[config.mk]
export PLATFORM = sky130hd
export DESIGN_NAME = sprite_pixel_pipe
export DESIGN_NICKNAME = d
export VERILOG_FILES = /design/src/rtl/tank_gfx_pkg.sv /design/src/rtl/sprite_palette.sv /design/src/rtl/sprite_pixel_pipe.sv
export SDC_FILE = /design/constraint.sdc
export NUM_CORES = 1
export LEC_CHECK = 0
export CORE_ASPECT_RATIO = 0.7
export CORE_MARGIN = 4
export CORE_UTILIZATION = 28
export CTS_CLUSTER_SIZE = 40
export DETAILED_ROUTE_END_ITERATION = 6
export PLACE_DENSITY = 0.57
export SLEW_MARGIN = 5
export SYNTH_ARGS = -nofsm -noshare
export SYNTH_HDL_FRONTEND = slang
export SYNTH_SLANG_ARGS = --single-unit
[constraint.sdc]
create_clock -name Clk -period 6.8 [get_ports Clk]
set_clock_uncertainty 0.05 [all_clocks]
set_input_delay 1.36 -clock Clk [delete_from_list [all_inputs] [get_ports Clk]]
set_output_delay 1.36 -clock Clk [all_outputs]
set_load 0.1 [all_outputs]
[src/rtl/tank_gfx_pkg.sv]
// Shared sprite graphics types: palette index, RGB triple, fixed palette.
// Also holds the sprite FSM state encoding.
package tank_gfx_pkg;

  localparam int SPR_W_DEF = 20;
  localparam int SPR_H_DEF = 20;

  typedef logic [2:0] pal_idx_t;

  typedef struct packed {
    logic [7:0] r;
    logic [7:0] g;
    logic [7:0] b;
  } rgb_t;

  typedef enum logic {
    WAIT_FRAME,
    ACTIVE
  } spr_state_e;

  // Index 0 is transparent, so its colour is never shown.
  localparam rgb_t PALETTE [8] = '{
    '{8'h00, 8'h00, 8'h00},
    '{8'hFF, 8'hFF, 8'hFF},
    '{8'hC8, 8'h32, 8'h14},
    '{8'h28, 8'h50, 8'hA0},
    '{8'hF0, 8'hD0, 8'h20},
    '{8'h30, 8'hA0, 8'h40},
    '{8'h80, 8'h80, 8'h80},
    '{8'h60, 8'h30, 8'h10}
  };

endpackage

[src/rtl/sprite_palette.sv]
// Registered palette lookup for the final pipeline stage.
// Output is black whenever the texel is not drawn.
module sprite_palette
  import tank_gfx_pkg::*;
(
  input  logic     Clk,
  input  logic     Reset,
  input  logic     en_i,
  input  pal_idx_t idx_i,
  output rgb_t     rgb_o
);

  rgb_t rgb_q;

  always_ff @(posedge Clk) begin
    if (!Reset) begin
      rgb_q <= '0;
    end else if (en_i) begin
      rgb_q <= PALETTE[idx_i];
    end else begin
      rgb_q <= '0;
    end
  end

  assign rgb_o = rgb_q;

endmodule

[src/rtl/sprite_pixel_pipe.sv]
// Sprite hit test, frame RAM addressing and colour output, 3-cycle latency.
// Define SPRITE_MIRROR_EN for flip_h/flip_v texel mirroring.
module sprite_pixel_pipe
  import tank_gfx_pkg::*;
#(
  parameter int SPR_W     = SPR_W_DEF,
  parameter int SPR_H     = SPR_H_DEF,
  parameter int BASE_ADDR = 0,
  parameter int ADDR_W    = 19,
  parameter int H_ACTIVE  = 640,
  parameter int V_ACTIVE  = 480
) (
  input  logic              Clk,
  input  logic              Reset,
  input  logic [9:0]        DrawX,
  input  logic [9:0]        DrawY,
  input  logic              pix_valid_in,
  input  logic              frame_start,
  input  logic [9:0]        SpriteX,
  input  logic [9:0]        SpriteY,
  input  logic              sprite_en,
`ifdef SPRITE_MIRROR_EN
  input  logic              flip_h,
  input  logic              flip_v,
`endif
  output logic [ADDR_W-1:0] rd_address,
  input  logic [2:0]        ram_data,
  output logic              pix_valid_out,
  output logic              sprite_hit,
  output logic [7:0]        Red,
  output logic [7:0]        Green,
  output logic [7:0]        Blue
);

  localparam int CW = $clog2(SPR_W);
  localparam int RW = $clog2(SPR_H);

  spr_state_e state_q, state_d;

  logic [9:0] sx_q, sy_q;
  logic       sen_q;
  logic       fh_q, fv_q;

  logic [ADDR_W-1:0] addr_q, addr_d;
  logic              in1_q, v1_q;
  logic              in2_q, v2_q;
  logic              hit_q, v3_q;
  logic              hit_d;

  logic [10:0] x11, y11, sx11, sy11;
  logic        x_in, y_in, pix_in;
  logic [CW-1:0] col, col_m;
  logic [RW-1:0] row, row_m;
  rgb_t          rgb;

  always_ff @(posedge Clk) begin
    if (!Reset) begin
      state_q <= WAIT_FRAME;
    end else begin
      state_q <= state_d;
    end
  end

  always_comb begin
    state_d = state_q;
    unique case (state_q)
      WAIT_FRAME: if (frame_start) state_d = ACTIVE;
      ACTIVE:     state_d = ACTIVE;
      default:    state_d = WAIT_FRAME;
    endcase
  end

  // Shadow copies only move at frame start so a frame never tears.
  always_ff @(posedge Clk) begin
    if (!Reset) begin
      sx_q  <= '0;
      sy_q  <= '0;
      sen_q <= 1'b0;
      fh_q  <= 1'b0;
      fv_q  <= 1'b0;
    end else if (frame_start) begin
      sx_q  <= SpriteX;
      sy_q  <= SpriteY;
      sen_q <= sprite_en;
`ifdef SPRITE_MIRROR_EN
      fh_q  <= flip_h;
      fv_q  <= flip_v;
`else
      fh_q  <= 1'b0;
      fv_q  <= 1'b0;
`endif
    end
  end

  assign x11  = {1'b0, DrawX};
  assign y11  = {1'b0, DrawY};
  assign sx11 = {1'b0, sx_q};
  assign sy11 = {1'b0, sy_q};

  assign x_in = (x11 >= sx11)
             && (x11 <= sx11 + 11'(SPR_W - 1))
             && (x11 < 11'(H_ACTIVE));
  assign y_in = (y11 >= sy11)
             && (y11 <= sy11 + 11'(SPR_H - 1))
             && (y11 < 11'(V_ACTIVE));

  assign pix_in = pix_valid_in & sen_q
                & (state_q == ACTIVE)
                & x_in & y_in;

  assign col   = CW'(DrawX - sx_q);
  assign row   = RW'(DrawY - sy_q);
  assign col_m = fh_q ? CW'(SPR_W - 1) - col : col;
  assign row_m = fv_q ? RW'(SPR_H - 1) - row : row;

  always_comb begin
    addr_d = addr_q;
    if (pix_in) begin
      addr_d = ADDR_W'(BASE_ADDR)
             + ADDR_W'(row_m) * ADDR_W'(SPR_W)
             + ADDR_W'(col_m);
    end
  end

  assign hit_d = in2_q & (ram_data != 3'd0);

  always_ff @(posedge Clk) begin
    if (!Reset) begin
      addr_q <= ADDR_W'(BASE_ADDR);
      in1_q  <= 1'b0;
      v1_q   <= 1'b0;
      in2_q  <= 1'b0;
      v2_q   <= 1'b0;
      hit_q  <= 1'b0;
      v3_q   <= 1'b0;
    end else begin
      addr_q <= addr_d;
      in1_q  <= pix_in;
      v1_q   <= pix_valid_in;
      in2_q  <= in1_q;
      v2_q   <= v1_q;
      hit_q  <= hit_d;
      v3_q   <= v2_q;
    end
  end

  sprite_palette u_pal (
    .Clk   (Clk),
    .Reset (Reset),
    .en_i  (hit_d),
    .idx_i (ram_data),
    .rgb_o (rgb)
  );

  assign rd_address    = addr_q;
  assign pix_valid_out = v3_q;
  assign sprite_hit    = hit_q;
  assign Red           = rgb.r;
  assign Green         = rgb.g;
  assign Blue          = rgb.b;

endmodule

# Word level (Yosys, flattened, before mapping)
# Memories as Yosys holds them, arrays and structs flattened. A register that Yosys moved wholly into a read port is not among the register bits.
# Cells that the tools add are included.
[totals]
ff_bits = 47
rom_bits = 192
inputBits = 48
output_inout_bits = 45
word_cells = 40
n_memories = 1
[memory_table]
columns = ["name", "depth", "word_bits", "rd", "rd_ports_with_merged_regs", "wr", "line_no", "source"]
rows = [
  ["(name not given)", 8, 24, 1, 1, 0, "sprite_palette.sv:19", "rgb_q <= PALETTE[idx_i];"],
]
[classes]
addsub = 5
n_mul = 1
n_lt_le_gt_ge = 6
muxes = 2
bitwise_logic = 7
reduce_logical = 7
[op_table]
columns = ["cell", "n"]
rows = [
  ["adder 10 x 5 -> 11 bit (second input constant)", 2],
  ["<= comparator 10 x 11 -> 1 bit", 2],
  [">= comparator 10 bit", 2],
  ["adder 10 x 5 -> 11 bit", 1],
  ["less-than comparator 10 bit (second input constant)", 1],
  ["less-than comparator 10 x 9 -> 1 bit (second input constant)", 1],
  ["subtractor 5 bit", 2],
  ["multiplier 5 x 3 -> 8 bit (second input constant)", 1],
  ["bitwise AND 1 bit", 5],
  ["logical AND 1 bit", 4],
  ["NOT 3 -> 4 bit", 1],
  ["nonzero test 3 bit", 1],
  ["case mux 1 bit (2 select lines)", 1],
  ["AND reduction 2 bit", 1],
  ["logical NOT 1 bit", 1],
  ["2-to-1 mux 1 bit", 1],
  ["NOT 1 bit", 1],
]

# Longest topological paths before layout
# Gate-level depths: netlist of run 1.
[depth]
word_depth = 6
mapped_depth = 15
depth_no_buf = 15

# By module
# From an unflattened synthesis of run 1, not the netlist that was laid out.
[hier_totals]
cells_unflattened = 425
hier_area_um2 = 3865.0
[modules_own_cells]
columns = ["mod", "n_inst", "cells_each", "area_each_um2", "seq_area_each_um2"]
rows = [
  ["sprite_pixel_pipe", 1, 364, 3264.4, 780.7],
  ["sprite_palette", 1, 61, 600.6, 280.3],
]

# Worst setup path before layout of run 1
# OpenSTA, ideal clock, no wires.
[synth_timing]
path_kind = "input to register"
start = "input port DrawY[0]"
end = "register addr_q[9] (netlist: rd_address[9])"
setup_time_ns = 0.091
t_arrival_ns = 4.244
t_required_ns = 6.659
setup_slack_ns = 2.415
cell_stages = 14
n_path_buf = 0
path_cell_list = "inv_1 > ha_1 > inv_1 > fa_1 > nand3_1 > a21oi_1 > nor2_1 > ha_1 > fa_1 > nor2b_1 > nand2b_1 > mux2_2 > a311o_1 > a311oi_1"
[synth_via]
elab_chain_cells = 4
word_cells_on_any_way = 9
classes_between = "add/sub (2); mul (1); order compare (3); bitwise (1); reduce/logical (2)"
[synth_lines]
columns = ["element", "line_no", "source"]
rows = [
  ["start: declaration", "sprite_pixel_pipe.sv:16", "input logic [9:0] DrawY,"],
  ["parallel branches: the longest is 4 deep, another holds adder 10 x 5 -> 11 bit", "n/a", ""],
  ["end signal: assignment", "sprite_pixel_pipe.sv:129", "addr_q <= ADDR_W'(BASE_ADDR);"],
  ["end signal: assignment", "sprite_pixel_pipe.sv:137", "addr_q <= addr_d;"],
  ["end: declaration", "sprite_pixel_pipe.sv:44", "logic [ADDR_W-1:0] addr_q, addr_d;"],
]
# Several ways; the timed one is not identified.
# A chain may end at the register's enable or synchronous reset.

# Final worst setup path of run 1
# Ends and elaborated chain as after synthesis.

==> flow_summary.toml, run 1 <==
[timing]
final_max_slew_viol_count = 0
finalSetupViolCount = 0
slew_headroom = 0.3220
hold_viol = 0
finalSetupTns_ns = 0
fmaxAchievable_mhz = 205.4
worst_slew_pin_slew_ns = 1.014
worst_slack_ns = 1.932
rsz0062_at_grt = "no"
finalCriticalPeriod_ns = 4.868
period_share = 0.7159

[finish]
stdcell_area_sq_mm = 0.004847
final_util = 0.3677
drive_above_1_share = 0.02626
nets = 603
syn2layout_area_growth_pct = 28.32
antenna_cells = 0
final_common_cell = "clkdlybuf4s50_1"
final_cell_mix = "clkdlybuf4s50_1, ha_1, dfxtp_1"
fillers = 1336

[clock_tree]
numCtsBuffers = 5
postCtsSetupBuffers = 0
ctsHoldBuffers = 0
ctsResizeCount = 0
root_buffer = "clkbuf_16"
cts_tree = "done"
htreeDepth = 2
cts.sinks = 53
clk_pin_slew_ns = 0.07
clk_latency_ns = 0.29
clk_path_buf_depth = 2

[place]
place_ws_ns = 1.603
gp_congestion = 0.8596
portBuffers = 84
dp_hpwl_um = 7830
dpl_cell_area_sq_mm = 0.004707

[power_and_ir_drop]
p_leak_uw = 0.002043
power_frac_comb = 0.355
clock_power_share = 0.280
p_switching_uw = 299.2
power.internal_uw = 597.3
finalPower_uw = 896.5
power_density_mw_per_mm2 = 184.9
switching_share = 0.3337
ir_worst_vdd_uv = 121.6
seq_power_share = 0.365

[synth]
synthDistinctLibCells = 50
ys_seq_area_frac = 0.2809
yosys_warnings = 0
syn_avg_cell_area_sq_um = 8.951
synth_seq_cells = 53
yosys_most_used_dff = "dfxtp_1"
synthCells = 422
synth_edf_count = 0
mappedNetlistArea_sq_mm = 0.003777
synth-async-reset-ratio = 0

[critical_path]
required_ns = 6.93
crit_path_end_kind = "flop"
timing.rr.start = "sy_q[0]"
path_max_fanout = 5
crit_path_start = "DrawY[0]"
crit_path_start_kind = "input port"
worstSetupPathType = "in -> reg"
arrival_ns = 5.00

[die]
dieArea_sq_mm = 0.01544
die_x_um = 146.8
die_h_um = 105.2
initial_utilization = 0.2866
rows = 35
core_region_area_sq_mm = 0.01318
ios = 93

[grt]
grt.total_usage = 0.1242
grt_pass1_wl_um = 15730
antenna_found_initial = 0
grt_pass1_vias = 3181
grt_max_degree = 28
grt_overflow_total = 0

[worst_hold_path]
min-delay-start = "v1_q"
hold_path_class = "reg -> reg"

[job]
drv_cap = 0

[routing]
drt_wl_total_um = 9517
firstDrtPassIters = 4
vias = 3053
post_drt_wl_per_cell_um = 14.00
via_per_inst = 4.490
dr.first_iter.drc_count = 109
ant_nets = 0
drc_errors = 0

[outcome]
status = "finished clean"
==> registers in the layout, summed over array words and instances, names as in the netlist <==
register and flops:
in1_q 1, in2_q 1, pix_valid_out 1, rd_address 11, sen_q 1, sprite_hit 1
state_q 1, sx_q 10, sy_q 10, u_pal.rgb_o 14, v1_q 1, v2_q 1
==> critical path, stage by stage <==
cell	delay [ns]
clkdlybuf4s50_1	0.40
inv_1	0.08
ha_1	0.14
inv_1	0.06
fa_1	0.42
nand3_1	0.13
a21oi_1	0.08
nor2_1	0.31
ha_1	0.34
fa_1	0.48
nor2b_1	0.26
nand2b_1	0.10
mux2_2	0.26
a311o_1	0.34
a311oi_1	0.24
==> final cells by class <==
type | count | area (sq um) | area share
flip-flops and latches | 53 | 1061 | 0.2189
clock inverters | 1 | 7.507 | 0.001549
clock buffers | 7 | 132.6 | 0.02736
well taps | 185 | 231.5 | 0.04775
inverters | 36 | 135.1 | 0.02788
repair buffers | 85 | 848.3 | 0.1750
multi-input cells | 313 | 2431 | 0.5015
==> per-layer routing <==
metal  GRT usage  part of all wire  up-vias
met2      0.2005              0.45       48
li1            -                 -     1585
met3     0.02427             0.032       12
met1      0.1681              0.51     1408
met4     0.03624             0.014        0
met5           0                 0        -
==> stage by stage <==
stage	hold slack [ns]	instances
3_5_place_dp	0.3699	672
3_3_place_gp	0.3722	672
2_1_floorplan	0.3619	429
5_1_grt	0.4033	680
4_1_cts	0.3865	680
6_report	0.3844	680
==> synthesized netlist by cell type (all sizes together) (3+ instances only) <==
cell | n | area, sq um
buf | 21 | 153.9
a21oi | 22 | 110.1
nand4 | 11 | 68.82
ha | 57 | 713.2
nand2 | 27 | 103.9
nand2b | 5 | 31.28
nor2 | 33 | 123.9
and2 | 8 | 50.05
or3 | 3 | 18.77
dfxtp | 53 | 1061
a21o | 11 | 82.58
mux2i | 27 | 270.3
nand3 | 4 | 20.02
o21a | 6 | 45.04
nor3 | 7 | 35.03
o21ai | 14 | 73.82
clkbuf | 6 | 22.52
a211o | 3 | 26.28
nand3b | 3 | 22.52
fa | 4 | 80.08
xor2 | 7 | 61.31
inv | 35 | 131.4
nor2b | 5 | 31.28
a211oi | 6 | 57.56
xnor2 | 18 | 157.7
==> final timing paths <==
check                       end  slack, ns  cells after the start
setup / recovery  rd_address[9]       1.93                     15
hold reg to reg            v2_q       0.38                      1
hold / removal             v2_q       0.38                      1
setup reg to reg  rd_address[9]       3.06                     13
==> cells by family (layout without fill, tap and decap cells) <==
group / count (synthesis) / in the layout / share of synthesized area
other: 1 / 8 / 0.0009928
muxes: 28 / 28 / 0.07453
AOI/OAI and AO/OA: 76 / 76 / 0.1401
DFF: 53 / 53 / 0.2809
adders and majority gates: 61 / 61 / 0.2100
and+or+nand+nor: 115 / 115 / 0.1530
buffers and inverters: 63 / 129 / 0.08248
xor gates and xnor gates: 25 / 25 / 0.05797
==> power by group through the flow <==
stage	combinational, uW	sequential [uW]	clock (uW)
6_report	318	327	251
5_1_grt	357	329	273
4_1_cts	319	327	261
3_5_place_dp	315	334	0
3_3_place_gp	304	334	0
2_1_floorplan	230	334	0
Power figures use the tool's default switching activity.
==> run 2, diff against run 1 <==
--- a/config.mk
+++ b/config.mk
@@ -10,7 +10,7 @@
 export CORE_UTILIZATION = 28
 export CTS_CLUSTER_SIZE = 40
 export DETAILED_ROUTE_END_ITERATION = 6
-export PLACE_DENSITY = 0.57
+export PLACE_DENSITY = 0.59
 export SLEW_MARGIN = 5
 export SYNTH_ARGS = -nofsm -noshare
 export SYNTH_HDL_FRONTEND = slang
==> constraint.sdc (replaced) <==
create_clock -name Clk -period 4.15 [get_ports Clk]
set_clock_uncertainty 0.05 [all_clocks]
set_input_delay 0.83 -clock Clk [delete_from_list [all_inputs] [get_ports Clk]]
set_output_delay 0.83 -clock Clk [all_outputs]
set_load 0.1 [all_outputs]
==> flow_summary.toml, run 2 (synthesis results as in run 1) <==
[outcome]
status = "finished clean"

[die]
initial_utilization = 0.2866
die_x_um = 146.8
ios = 93
core_region_area_sq_mm = 0.01318
rows = 35
dieArea_sq_mm = 0.01544
die_h_um = 105.2

[finish]
drive_above_1_share = 0.06275
fin_cells = 695
fillers = 1317
final_common_cell = "clkdlybuf4s50_1"
antenna_cells = 0
final_cell_mix = "clkdlybuf4s50_1, ha_1, dfxtp_1"
final_util = 0.3790
syn2layout_area_growth_pct = 32.26
nets = 618
largest_reg_flops = 14

[clock_tree]
numCtsBuffers = 5
htreeDepth = 2
cts.sinks = 53
root_buffer = "clkbuf_16"
clk_latency_ns = 0.30
ctsHoldBuffers = 0
cts_tree = "done"
clk_path_buf_depth = 2
clk_pin_slew_ns = 0.08

[grt]
grt_pass1_wl_um = 16270
grt_overflow_total = 0
grt_pass1_vias = 3281
grt_max_degree = 23
antenna_found_initial = 0
grt.total_usage = 0.1285

[job]
drv_cap = 0

[critical_path]
crit_path_end_kind = "flop"
path_max_fanout = 2
arrival_ns = 4.04
crit_path_start_kind = "input port"
worstSetupPathType = "in -> reg"
required_ns = 4.30

[routing]
vias = 3158
via_per_inst = 4.544
drt_wl_total_um = 9835
post_drt_wl_per_cell_um = 14.15
firstDrtPassIters = 4
drc_errors = 0
ant_nets = 0
dr.first_iter.drc_count = 176

[timing]
finalSetupViolCount = 0
slew_headroom = 0.3106
rsz0062_at_grt = "no"
finalCriticalPeriod_ns = 3.889
hold_viol = 0
final_max_slew_viol_count = 0
finalSetupTns_ns = 0
period_share = 0.9371
worst_slack_ns = 0.2610
fmaxAchievable_mhz = 257.1
worst_slew_pin_slew_ns = 1.031

[place]
place_ws_ns = -0.1301
dp_hpwl_um = 8201
placedCellCount = 687
portBuffers = 84
gp_congestion = 0.7904

[worst_hold_path]
hold_path_class = "reg -> reg"

[power_and_ir_drop]
power_density_mw_per_mm2 = 320.3
ir_worst_vdd_uv = 163.3
p_leak_uw = 0.002132
[run 2: critical path, stage by stage]
cell and delay (ns):
clkdlybuf4s50_1 0.40, inv_1 0.08, ha_1 0.14, inv_1 0.06
fa_1 0.38, buf_4 0.15, xor2_1 0.15, ha_1 0.21
ha_1 0.22, fa_2 0.36, nor2b_2 0.13, nand2b_1 0.06
mux2_2 0.26, a311o_1 0.34, a311oi_1 0.26
[run 2: layer usage]
| layer | share of wire | GRT usage | up-vias |
|---|---|---|---|
| met5 | 0 | 0 | - |
| met4 | 0.0079 | 0.02416 | 0 |
| met3 | 0.037 | 0.02254 | 6 |
| met2 | 0.45 | 0.2113 | 55 |
| met1 | 0.50 | 0.1778 | 1480 |
| li1 | - | - | 1617 |
[run 2: what timing repair did]
item,4_1_cts,5_1_grt
buffers inserted,0,0
resized for setup,0,3
setup endpoints to repair,0,2
[run 2: stage by stage]
stage | hold WS [ns] | power (uW) | area (sq um)
floorplan | 0.3619 | 923.4 | 3804
global placement | 0.3718 | 1104 | 4820
detailed placement | 0.3725 | 1115 | 4820
CTS | 0.3913 | 1609 | 4987
global route | 0.4043 | 1703 | 4996
finish | 0.3848 | 1600 | 4996
[run 2: layout make-up]
cell class / instances / area (sq um) / share of cell area
multi-input cells: 313 / 2440 / 0.4884
flip-flops and latches: 53 / 1061 / 0.2124
repair buffers: 100 / 960.9 / 0.1923
well taps: 185 / 231.5 / 0.04633
inverters: 36 / 135.1 / 0.02705
clock buffers: 6 / 128.9 / 0.02580
clock inverters: 2 / 38.79 / 0.007764
[run 2: final timing paths]
kind	start	to	slack [ns]	cells past startpoint
max	DrawY[0]	rd_address[9]	0.26	15
min	v1_q	v2_q	0.38	1
max reg2reg	sx_q[1]	rd_address[5]	0.65	13
min reg2reg	v1_q	v2_q	0.38	1
[run 2: power by group]
| part | total, uW | switching, uW | internal (uW) |
|---|---|---|---|
| registers | 536 | 14.2 | 522 |
| clock network | 489 | 202 | 287 |
| logic | 575 | 301 | 274 |
| total | 1600 | 517 | 1080 |
